**src/rtl/alu_share_arbiter.sv**
```systemverilog
// alu_share_arbiter: round-robin sharing of one ALU between two valid/ready requesters
module alu_share_arbiter #(
    parameter int                    DATA_WIDTH = 32,
    parameter int                    CTRL_WIDTH = 6,
    parameter logic [CTRL_WIDTH-1:0] IDLE_CTRL  = '0
) (
    input  logic                  clock,
    input  logic                  reset,
    input  logic                  req0_valid,
    output logic                  req0_ready,
    input  logic [CTRL_WIDTH-1:0] req0_ctrl,
    input  logic [DATA_WIDTH-1:0] req0_a,
    input  logic [DATA_WIDTH-1:0] req0_b,
    input  logic                  req0_branch_op,
    output logic                  rsp0_valid,
    input  logic                  rsp0_ready,
    output logic [DATA_WIDTH-1:0] rsp0_result,
    output logic                  rsp0_branch,
    input  logic                  req1_valid,
    output logic                  req1_ready,
    input  logic [CTRL_WIDTH-1:0] req1_ctrl,
    input  logic [DATA_WIDTH-1:0] req1_a,
    input  logic [DATA_WIDTH-1:0] req1_b,
    input  logic                  req1_branch_op,
    output logic                  rsp1_valid,
    input  logic                  rsp1_ready,
    output logic [DATA_WIDTH-1:0] rsp1_result,
    output logic                  rsp1_branch,
    output logic [CTRL_WIDTH-1:0] alu_control,
    output logic [DATA_WIDTH-1:0] alu_operand_A,
    output logic [DATA_WIDTH-1:0] alu_operand_B,
    output logic                  alu_branch_op,
    input  logic [DATA_WIDTH-1:0] alu_result,
    input  logic                  alu_branch,
    output logic                  busy
);
    typedef enum logic [1:0] {IDLE, ISSUE, RESP} state_t;
    state_t state, state_nx;
    logic   rr, owner, accept, rsp_take;

    // grant, handshake and next-state decode; rr=1 favours port 1 when both request
    always_comb begin
        req0_ready = (state == IDLE) & req0_valid & (~req1_valid | ~rr);
        req1_ready = (state == IDLE) & req1_valid & (~req0_valid | rr);
        accept     = req0_ready | req1_ready;
        rsp_take   = owner ? rsp1_ready : rsp0_ready;
        busy       = state != IDLE;
        state_nx   = state;
        case (state)
            IDLE:    state_nx = accept ? ISSUE : IDLE;
            ISSUE:   state_nx = RESP;
            RESP:    state_nx = rsp_take ? IDLE : RESP;
            default: state_nx = IDLE;
        endcase
    end

    // state register
    always_ff @(posedge clock or negedge reset) begin
        if (!reset) state <= IDLE;
        else        state <= state_nx;
    end

    // operand latches double as the ALU drive; response registers held until consumed
    always_ff @(posedge clock or negedge reset) begin
        if (!reset) begin
            rr            <= 1'b0;
            owner         <= 1'b0;
            alu_control   <= IDLE_CTRL;
            alu_operand_A <= '0;
            alu_operand_B <= '0;
            alu_branch_op <= 1'b0;
            rsp0_valid    <= 1'b0;
            rsp0_result   <= '0;
            rsp0_branch   <= 1'b0;
            rsp1_valid    <= 1'b0;
            rsp1_result   <= '0;
            rsp1_branch   <= 1'b0;
        end else begin
            if (accept) begin
                owner         <= req1_ready;
                alu_control   <= req1_ready ? req1_ctrl : req0_ctrl;
                alu_operand_A <= req1_ready ? req1_a : req0_a;
                alu_operand_B <= req1_ready ? req1_b : req0_b;
                alu_branch_op <= req1_ready ? req1_branch_op : req0_branch_op;
            end
            if (state == ISSUE) begin
                rr            <= ~owner;
                alu_control   <= IDLE_CTRL;
                alu_operand_A <= '0;
                alu_operand_B <= '0;
                alu_branch_op <= 1'b0;
                if (owner) begin
                    rsp1_valid  <= 1'b1;
                    rsp1_result <= alu_result;
                    rsp1_branch <= alu_branch;
                end else begin
                    rsp0_valid  <= 1'b1;
                    rsp0_result <= alu_result;
                    rsp0_branch <= alu_branch;
                end
            end
            if (state == RESP && rsp_take) begin
                rsp0_valid <= 1'b0;
                rsp1_valid <= 1'b0;
            end
        end
    end
endmodule
```
**config.mk**
```make
export PLATFORM = sky130hd
export DESIGN_NAME = alu_share_arbiter
export DESIGN_NICKNAME = d
export VERILOG_FILES = /design/src/rtl/alu_share_arbiter.sv
export SDC_FILE = /design/constraint.sdc
export NUM_CORES = 1
export LEC_CHECK = 0
export ABC_AREA = 1
export CAP_MARGIN = 40
export CORE_MARGIN = 10
export CORE_UTILIZATION = 30
export CTS_CLUSTER_DIAMETER = 120
export DETAILED_ROUTE_END_ITERATION = 8
export SYNTH_ARGS = -nofsm -noshare
export SYNTH_HDL_FRONTEND = slang
export SYNTH_SLANG_ARGS = --single-unit
```
**constraint.sdc**
```tcl
create_clock -name clock -period 1.9 [get_ports clock]
set_input_delay 0.38 -clock clock [delete_from_list [all_inputs] [get_ports clock]]
set_output_delay 0.38 -clock clock [all_outputs]
set_load 0.02 [all_outputs]
```
Word level (Yosys, flattened, before mapping)
Cells that the tools add are included.
Storage, ports and cells
  flip-flop bits (word level): 143
  bits of input ports: 181
  output and inout port bits: 142
  logic and storage cells: 59
Operators by class
  equal/unequal tests: 3
  muxes and demuxes: 22
  bitwise operators: 11
  reductions and logical operators: 10
Operator list (number)
  $mux W32: 6
  $mux W6: 3
  $mux W1: 11
  $reduce_and A2 Y1: 4
  $reduce_bool A2 Y1: 4
  $pmux W2 S3: 1
  $and A1 B1 Y1: 4
  $not A1 Y1: 4
  $or A1 B1 Y1: 3
  $eq A2 B1 Y1 const B: 1
  $eq A2 B2 Y1 const B: 1
  $logic_not A2 Y1: 1
  $mux W2: 1
  $ne A2 B1 Y1 const B: 1
  $logic_and A1 B1 Y1: 1

Longest topological paths before layout
Gate-level depths: netlist (run 1).
  depth in word-level cells: 6
  depth in mapped cells: 8
  gate-level depth less buffers: 7

Worst setup path before layout (run 1)
OpenSTA, ideal clock, no wires.
  path kind: register to output
  start point: register state[1]
  end point: output req0_ready
  arrival time: 1.188 ns
  required time: 1.520 ns
  path slack: 0.332 ns
  cell stages (with the launch flop): 5
  path buffers: 1
  cells stage by stage: dfrtp_1 > nor2_1 > buf_4 > nand2_1 > a21oi_1
On the way
  longest elaborated chain between the ends: 3
RTL lines
  start: declaration: line 38  | state_t state, state_nx;
  start signal: assignment: line 60  | else state <= state_nx;
  $logic_not A2 Y1: line 43  | req0_ready = (state == IDLE) & req0_valid & (~req1_valid | ~rr);
  $and A1 B1 Y1 (2 in a row): line 43
  end: declaration: line 10  | output logic req0_ready,
No other way between the ends.

Worst setup path after layout (run 1)
  start point: register alu_branch_op
  end point: output alu_branch_op
RTL lines
  start: declaration: line 32  | output logic alu_branch_op,
  start signal: assignment: line 84  | alu_branch_op <= req1_ready ? req1_branch_op : req0_branch_op;
No word-level cell between the ends.

==> results of run 1 <==
## Yosys cell counts
| cell | instances |
|---|---|
| o21ai_1 | 13 |
| inv_2 | 4 |
| dfrtp_1 | 143 |
| o211ai_2 | 1 |
| a21oi_1 | 1 |
| nand3_2 | 1 |
| nor2_1 | 1 |
| nand3_1 | 72 |
| inv_1 | 37 |
| clkbuf_1 | 31 |
| o21ai_0 | 56 |
| nand2_1 | 361 |
| nand4_1 | 71 |
| buf_4 | 9 |
| nand2_2 | 1 |
| nor2_4 | 1 |
| buf_2 | 25 |
## report_power, final
group | switching (mW) | internal, mW
Combinational | 5.56 | 4.09
Clock | 1.50 | 2.14
Sequential | 0.751 | 4.47
Total | 7.81 | 10.7
## layer usage
layer | vias up | GRT usage (%) | routed length, µm
li1 | 3307 | - | -
met1 | 3017 | 20.8 | 10600
met2 | 228 | 27.6 | 11800
met3 | 18 | 7.19 | 2240
met4 | 0 | 3.63 | 252
met5 | - | 0 | 0
## timing repair
action	4_1_cts	5_1_grt
hold buffers	1	0
pin swaps	0	0
hold endpoints to repair	35	0
resized for setup	6	4
setup endpoints to repair	3	4
## cell type report
type                            instances  area (µm²)
Clock buffer                           17         425
Clock inverter                         15         210
Fill cell                            2136       10900
Inverter                               41         154
Multi-Input combinational cell        579        2570
Sequential cell                       143        3580
Tap cell                              280         350
Timing Repair Buffer                  352        3580
## stage by stage
stage	util, %	std cells	hold slack (ns)	TNS (ns)	area (µm²)
after global routing	50.0	1427	0.470	0	10900
after floorplan	-	828	0.0844	0	6600
final	50.0	1427	0.419	0	10900
after global placement	47.0	1394	0.330	-0.388	10200
after CTS	50.0	1427	0.435	0	10900
after detailed placement	47.0	1394	0.327	-0.377	10200
## sequential cells by signal, indices dropped and copies added, names as in the netlist
| name | count |
|---|---|
| rr | 1 |
| rsp1_result | 32 |
| rsp1_branch | 1 |
| rsp0_result | 32 |
| rsp1_valid | 1 |
| rsp0_branch | 1 |
| state | 2 |
| owner | 1 |
| alu_operand_A | 32 |
| alu_branch_op | 1 |
| alu_control | 6 |
| alu_operand_B | 32 |
| rsp0_valid | 1 |
## worst min path at each step
stage,cells after the start,end,from
2_1_floorplan,0,alu_branch_op,reset
3_5_place_dp,1,rsp1_result[29],reset
3_3_place_gp,1,rsp1_result[2],reset
6_report,3,owner,req1_valid
4_1_cts,3,owner,req1_valid
5_1_grt,2,rsp0_result[29],reset
## cells by family (layout without fill, tap and decap cells)
| kind of cell | after synthesis | count (layout) | share of synthesized area, % |
|---|---|---|---|
| compound gates | 71 | 71 | 5.50 |
| buf+inv | 106 | 425 | 7.02 |
| flops | 143 | 143 | 54.3 |
| simple gates | 508 | 508 | 33.2 |
==> flow_metrics.env, run 1 <==
export IMPL_status="finished clean"
export IMPL_grt_max_degree=68
export IMPL_timing_critical_path_depth=1
export IMPL_dp_hpwl_um=18200
export IMPL_dieArea_um2=28300
export IMPL_firstDrtPassIters=4
export IMPL_io_buffer_count=322
export IMPL_p_per_area_nw_per_um2=1700
export IMPL_r2r_slack_ns=0.21
export IMPL_vias=6570
export IMPL_rsz0062_at_grt="no"
export IMPL_syn_to_final_growth_pct=64.8
export IMPL_antenna_found_initial=0
export IMPL_synth_warnings=0
export IMPL_wirelength_um=25000
export IMPL_routedWlPerCell_um=17.5
export IMPL_rows=54
export IMPL_mostFrequentLayoutCell="nand2_1"
export IMPL_grt_ovfl_total=0
export IMPL_start_util_pct=30.3
export IMPL_synthesis_area_um2=6600
export IMPL_avgSynthCellArea_um2=7.97
export IMPL_ios=323
export IMPL_drtIter0Drc=404
export IMPL_post_cts_buffers=0
export IMPL_r2r_cells=7
export IMPL_worstSetupEndpoint="alu_branch_op"
export IMPL_clkSlewWorstSetupHoldPaths_ns=0.07
export IMPL_antenna_left=0
export IMPL_irDropWorstVdd_mv=0.567
export IMPL_skew_ns=0.00618
export IMPL_insertedDiodeCount=0
export IMPL_vias_per_cell=4.60
export IMPL_min_period_ns=1.85
export IMPL_place_ws_ns=-0.234
export IMPL_gp_congestion=0.766
export IMPL_rr_endpoint="alu_operand_B[4]"
export IMPL_synth_top_area_cell="dfrtp_1"
export IMPL_crit_family="buffers and inverters"
export IMPL_cp_max_fo=2
export IMPL_die_h_um=168
export IMPL_fp_dieW_um=168
export IMPL_synth_cells=828
export IMPL_synth_area_leaders="dfrtp_1 54%, nand2_1 21%, nand4_1 6.7%"
export IMPL_cts_buffers_inserted=17
export IMPL_core_area_um2=21800
export IMPL_cts_tree="yes"
export IMPL_numClockSinks=143
export IMPL_tightest_slew_ns=0.588
export IMPL_htreeDepth=4
export IMPL_path_cells="clkdlybuf4s50_1"
export IMPL_nets=1315
export IMPL_slew_violations=0
export IMPL_fin_ws_ns=0.0482
export IMPL_worst_setup_path_end_kind="primary output"
export IMPL_max_freq_mhz=540
export IMPL_grt_pass1_wl_um=38900
export IMPL_worstPathArrival_ns=1.47
export IMPL_final_cell_mix="359 x nand2_1, 316 x clkdlybuf4s50_1, 143 x dfrtp_1"
export IMPL_cts_root_buffer="clkbuf_16"
export IMPL_slew_headroom_pct=60.8
export IMPL_startpoint_type="flop"
export IMPL_cts_max_path_buffers=2
export IMPL_setup_viol=0
export IMPL_hp_class="input port to flop"
export IMPL_reg2reg_from="state[1]"
export IMPL_path_buf_inv=1
export IMPL_startpoint="alu_branch_op"
export IMPL_grt_pass1_vias=6645
export IMPL_final_hold_viol_count=0
export IMPL_drcViolationCount=0
export IMPL_syn_num_nets=1009
export IMPL_synthDominantCellAreaShare_pct=54.3
export IMPL_max_stage_delay_ns=0.65
export IMPL_cp_required_ns=1.52
export IMPL_final_layout_size_suffix_gt1_share_pct=6.63
export IMPL_fin_crit_sh_pct=97.5
export IMPL_finalPower_mw=18.5
export IMPL_clk_latency_ns=0.42
export IMPL_cp_slowest_cell="clkdlybuf4s50_1"
export IMPL_grt_usage_pct=17.1
export IMPL_power_leakage_nw=5.29
export IMPL_worstSetupPathType="flop to primary output"
export IMPL_ys_seq_elements=143
export IMPL_synth_cell_type_count=17
export IMPL_maxCapViolations=0
export IMPL_yosysSeqAreaShare_pct=54.3
Power figures use the tool's default switching activity.
==> inputs of run 2 (changes only) <==
--- a/config.mk
+++ b/config.mk
@@ -7,6 +7,7 @@
 export LEC_CHECK = 0
 export ABC_AREA = 1
 export CAP_MARGIN = 40
+export CORE_ASPECT_RATIO = 0.5
 export CORE_MARGIN = 10
 export CORE_UTILIZATION = 30
 export CTS_CLUSTER_DIAMETER = 120
==> run 2 against run 1 <==
Final area is essentially flat; count of clock-buffer cells in the layout is the same; cell count up 0.98%; sequential share of layout area hardly changed; clock power decreased by 3%; die area up 1.3%; wire length rose by 4.6%; critical path depth stayed put; register-to-register slack lost 0.08 ns; core utilization increased by 0.24 points; largest cell class unchanged; largest power group unchanged.
==> flow_metrics.env, run 2 (same netlist as run 1, synthesis figures left out) <==
export IMPL_die_h_um=125
export IMPL_fp_dieW_um=230
export IMPL_rsz0062_at_grt="no"
export IMPL_path_cells="clkdlybuf4s50_1"
export IMPL_clkSlewWorstSetupHoldPaths_ns=0.06
export IMPL_r2r_slack_ns=0.13
export IMPL_slew_headroom_pct=50.5
export IMPL_cts_max_path_buffers=2
export IMPL_worstPathArrival_ns=1.47
export IMPL_skew_ns=0.0111
export IMPL_multi_input_area_um2=2580
export IMPL_worstSetupPathType="flop to primary output"
export IMPL_path_buf_inv=1
export IMPL_wirelength_um=26100
export IMPL_slew_violations=0
export IMPL_rr_endpoint="alu_operand_A[10]"
export IMPL_maxCapViolations=0
export IMPL_cp_max_fo=2
export IMPL_tns_ns=0
export IMPL_drcViolationCount=0
export IMPL_crit_family="buffers and inverters"
export IMPL_max_freq_mhz=541
export IMPL_ff_latch_area_um2=3580
export IMPL_p_comb_share_pct=52.7
export IMPL_cts_buffers_inserted=17
export IMPL_cp_slowest_cell="clkdlybuf4s50_1"
export IMPL_cp_required_ns=1.52
export IMPL_startpoint_type="flop"
export IMPL_grt_max_degree=73
export IMPL_dieArea_um2=28700
export IMPL_max_stage_delay_ns=0.65
export IMPL_ios=323
export IMPL_hp_class="input port to flop"
export IMPL_clk_latency_ns=0.43
export IMPL_utilization_pct=50.2
export IMPL_htreeDepth=4
export IMPL_grt_pass1_vias=6760
export IMPL_cts_tree="yes"
export IMPL_reg2reg_from="state[1]"
export IMPL_p_per_area_nw_per_um2=1710
export IMPL_status="finished clean"
export IMPL_rows=38
export IMPL_nets=1309
export IMPL_switchingPower_mw=7.95
export IMPL_p_seq_share_pct=28.3
export IMPL_r2r_cells=8
export IMPL_gp_congestion=0.796
export IMPL_tightest_slew_ns=0.743
export IMPL_fill_cells=2074
export IMPL_worst_hold_path_endpoint="owner"
export IMPL_grt_usage_pct=17.9
export IMPL_vias_per_cell=4.68
export IMPL_vias=6737
export IMPL_final_layout_size_suffix_gt1_share_pct=6.31
export IMPL_drtIter0Drc=541
export IMPL_final_cell_mix="359 x nand2_1, 315 x clkdlybuf4s50_1, 143 x dfrtp_1"
export IMPL_worst_setup_path_end_kind="primary output"
export IMPL_clockPowerShare_pct=19.1
export IMPL_syn_to_final_growth_pct=64.7
export IMPL_place_ws_ns=-0.232
export IMPL_irDropWorstVdd_mv=0.776
export IMPL_cts_root_buffer="clkbuf_16"
export IMPL_routedWlPerCell_um=18.1
export IMPL_worstHoldPathCells=3
export IMPL_p_sw_share_pct=42.9
export IMPL_dp_hpwl_um=19000
export IMPL_grt_ovfl_total=0
export IMPL_fin_ws_ns=0.0516
export IMPL_numClockSinks=143
export IMPL_start_util_pct=30.5
export IMPL_fin_crit_sh_pct=97.3
export IMPL_setup_viol=0
export IMPL_power_leakage_nw=5.27
export IMPL_antenna_left=0
export IMPL_firstDrtPassIters=5
export IMPL_hp_start="req1_valid"
export IMPL_min_period_ns=1.85
export IMPL_grt_pass1_wl_um=40600
export IMPL_antenna_found_initial=0
export IMPL_insertedDiodeCount=0
export IMPL_mostFrequentLayoutCell="nand2_1"
export IMPL_core_area_um2=21600
export IMPL_final_hold_viol_count=0
export IMPL_io_buffer_count=322
export IMPL_internal_power_mw=10.6
[run 2: cell count changes in the layout (fill, tap and decap cells not counted), sizes merged]
cell,delta
buf,-5
bufinv,-1
clkdlybuf4s15,-1
clkdlybuf4s50,-1
clkinv,+1
dlymetal6s2s,+1
[run 2: stage by stage]
| stage | instances | cell area (µm²) | hold WS (ns) | total power [mW] |
|---|---|---|---|---|
| after floorplan | 828 | 6600 | 0.0844 | 10.2 |
| after global placement | 1406 | 10200 | 0.361 | 15.0 |
| after detailed placement | 1406 | 10200 | 0.363 | 15.1 |
| after CTS | 1441 | 10900 | 0.435 | 18.8 |
| after global routing | 1441 | 10900 | 0.438 | 19.8 |
| final | 1441 | 10900 | 0.437 | 18.5 |
[run 2: timing repair]
item,4_1_cts,5_1_grt
hold buffers,1,0
gates resized for setup,12,6
setup buffers,2,0
endpoints found under the setup margin,3,5
pin swaps,1,1
hold endpoints to repair,45,0
[run 2: final cells by class]
class	count	share of cell area, %
flip-flops and latches	143	32.9
repair buffers	346	32.8
multi-input cells	579	23.7
clock buffers	17	3.92
well taps	300	3.46
clock inverters	15	1.76
inverters	41	1.42
[run 2: worst max path at each step]
stage,from,end,slack (ns),cells past startpoint
finish,alu_branch_op,alu_branch_op,0.05,1
global placement,req0_valid,req0_ready,-0.24,4
global route,alu_operand_A[0],alu_operand_A[0],0.0006,1
detailed placement,req0_valid,req0_ready,-0.23,4
CTS,state[0],busy,0.01,4
floorplan,state[1],req0_ready,0.33,4
[run 2: routing by layer]
layer	GRT usage [%]	vias to the layer above	routed length [µm]
li1	-	3305	-
met1	20.7	3232	10400
met2	32.2	171	14100
met3	4.39	29	1090
met4	5.23	0	513
met5	0	-	0
[run 2: power groups by stage]
stage	combinational [mW]	clock, mW	sequential (mW)
2_1_floorplan	3.36	0	6.88
3_3_place_gp	9.73	0	5.24
3_5_place_dp	9.80	0	5.28
4_1_cts	9.94	3.63	5.25
5_1_grt	10.6	3.77	5.42
6_report	9.77	3.53	5.24
==> inputs of run 3 (changes only) <==
--- a/config.mk
+++ b/config.mk
@@ -12,6 +12,7 @@
 export CORE_UTILIZATION = 30
 export CTS_CLUSTER_DIAMETER = 120
 export DETAILED_ROUTE_END_ITERATION = 8
+export SKIP_CTS_REPAIR_TIMING = 1
 export SYNTH_ARGS = -nofsm -noshare
 export SYNTH_HDL_FRONTEND = slang
 export SYNTH_SLANG_ARGS = --single-unit
==> run 3 against run 2 <==
Wire length fell by 0.61%; sequential share of layout area hardly changed; worst setup slack got worse by 0.00066 ns; via count shrank 0.10%; fmax is essentially flat; sequential power about the same; sequential cell count unchanged; first-iteration DRC count rose by 4.1%; highest routed layer unchanged; critical path type unchanged; count of clock-buffer cells in the layout unchanged; clock skew is essentially flat; total power shrank 0.34%; final area hardly changed.
==> flow_metrics.env, run 3 (same netlist as run 1, synthesis figures left out) <==
export IMPL_cts_max_path_buffers=2
export IMPL_max_stage_delay_ns=0.65
export IMPL_dieArea_um2=28700
export IMPL_final_hold_viol_count=0
export IMPL_firstDrtPassIters=5
export IMPL_final_cell_mix="359 x nand2_1, 315 x clkdlybuf4s50_1, 143 x dfrtp_1"
export IMPL_p_sw_share_pct=42.9
export IMPL_cts_root_buffer="clkbuf_16"
export IMPL_clkSlewWorstSetupHoldPaths_ns=0.06
export IMPL_setup_viol=0
export IMPL_final_cells=1439
export IMPL_clockPowerShare_pct=19.1
export IMPL_vias_per_cell=4.68
export IMPL_skew_ns=0.0108
export IMPL_internal_power_mw=10.6
export IMPL_start_util_pct=30.5
export IMPL_power_leakage_nw=5.28
export IMPL_wirelength_um=26000
export IMPL_hp_class="input port to flop"
export IMPL_path_buf_inv=1
export IMPL_cp_slowest_cell="clkdlybuf4s50_1"
export IMPL_max_freq_mhz=541
export IMPL_crit_family="buffers and inverters"
export IMPL_nets=1307
export IMPL_syn_to_final_growth_pct=64.6
export IMPL_io_buffer_count=322
export IMPL_tns_ns=0
export IMPL_gp_congestion=0.796
export IMPL_rsz0062_at_grt="no"
export IMPL_grt_usage_pct=17.8
export IMPL_ios=323
export IMPL_fp_dieW_um=230
export IMPL_p_per_area_nw_per_um2=1700
export IMPL_grt_max_degree=73
export IMPL_startpoint_type="flop"
export IMPL_fin_crit_sh_pct=97.3
export IMPL_insertedDiodeCount=0
export IMPL_cp_max_fo=2
export IMPL_cts_buffers_inserted=17
export IMPL_numClockSinks=143
export IMPL_grt_ovfl_total=0
export IMPL_worst_hold_slack_ns=0.435
export IMPL_grt_pass1_vias=6732
export IMPL_drcViolationCount=0
export IMPL_slew_headroom_pct=50.8
export IMPL_status="finished clean"
export IMPL_path_cells="clkdlybuf4s50_1"
export IMPL_worstSetupPathType="flop to primary output"
export IMPL_switchingPower_mw=7.92
export IMPL_worst_setup_path_end_kind="primary output"
export IMPL_clk_latency_ns=0.43
export IMPL_antenna_found_initial=0
export IMPL_p_comb_share_pct=52.6
export IMPL_p_seq_share_pct=28.3
export IMPL_grt_pass1_wl_um=40400
export IMPL_final_layout_size_suffix_gt1_share_pct=6.06
export IMPL_vias=6730
export IMPL_drtIter0Drc=563
export IMPL_slew_violations=0
export IMPL_irDropWorstVdd_mv=0.779
export IMPL_maxCapViolations=0
export IMPL_routedWlPerCell_um=18.0
export IMPL_antenna_left=0
export IMPL_core_area_um2=21600
export IMPL_rows=38
export IMPL_die_h_um=125
export IMPL_tightest_slew_ns=0.738
export IMPL_cp_required_ns=1.52
export IMPL_min_period_ns=1.85
export IMPL_htreeDepth=4
export IMPL_worstPathArrival_ns=1.47
export IMPL_mostFrequentLayoutCell="nand2_1"
export IMPL_dp_cells=1406
export IMPL_r2r_slack_ns=0.20
export IMPL_cts_tree="yes"
export IMPL_dp_hpwl_um=19000
[run 3: cell types whose count changed in the layout (fill, tap and decap cells not counted), sizes merged]
cell / previous run / this run
buf: 27 / 24
dlymetal6s2s: 2 / 3
[run 3: worst paths after layout]
path	startpoint	to	depth (start not counted)
max reg2reg	rr	alu_operand_A[10]	7
max	alu_branch_op	alu_branch_op	1
min	req1_valid	owner	3
min reg2reg	rsp1_result[20]	rsp1_result[20]	2
min in group asynchronous	reset	alu_control[2]	2
max in group asynchronous	reset	rsp1_result[9]	3
[run 3: worst register-to-register path, cell delays in order, from the launching register on]
cell and delay, ns:
dfrtp_1 0.41, inv_1 0.11, nand2_2 0.08, buf_4 0.60, nand4_1 0.17, nand2_1 0.14
nand2_1 0.08, nand2_1 0.06
[run 3: power by group through the flow]
| stage | combinational (mW) | clock, mW | sequential, mW |
|---|---|---|---|
| global route | 10.5 | 3.77 | 5.42 |
| CTS | 9.84 | 3.63 | 5.25 |
| floorplan | 3.36 | 0 | 6.88 |
| detailed placement | 9.80 | 0 | 5.28 |
| finish | 9.71 | 3.53 | 5.24 |
| global placement | 9.73 | 0 | 5.24 |
[run 3: area by class of cell]
| class | instances | area (µm²) |
|---|---|---|
| inverters | 41 | 154 |
| well taps | 300 | 375 |
| clock inverters | 15 | 191 |
| clock buffers | 17 | 425 |
| fillers | 2073 | 10800 |
| repair buffers | 344 | 3550 |
| flip-flops and latches | 143 | 3580 |
| multi-input cells | 579 | 2580 |
[run 3: routing by layer]
metal | share of wire [%] | GRT usage, % | routed length [µm]
met5 | 0 | 0 | 0
met4 | 2.0 | 5.23 | 516
met3 | 4.0 | 4.39 | 1040
met2 | 54 | 31.9 | 14000
met1 | 40 | 20.6 | 10400
[run 3: stage by stage]
stage          setup WS [ns]  power (mW)  cell area, µm²  utilization [%]
3_3_place_gp          -0.243        15.0           10200             47.2
3_5_place_dp          -0.232        15.1           10200             47.2
6_report              0.0510        18.5           10900             50.2
4_1_cts               -0.406        18.7           10800             50.0
2_1_floorplan          0.332        10.2            6600                -
5_1_grt             0.000567        19.7           10900             50.2
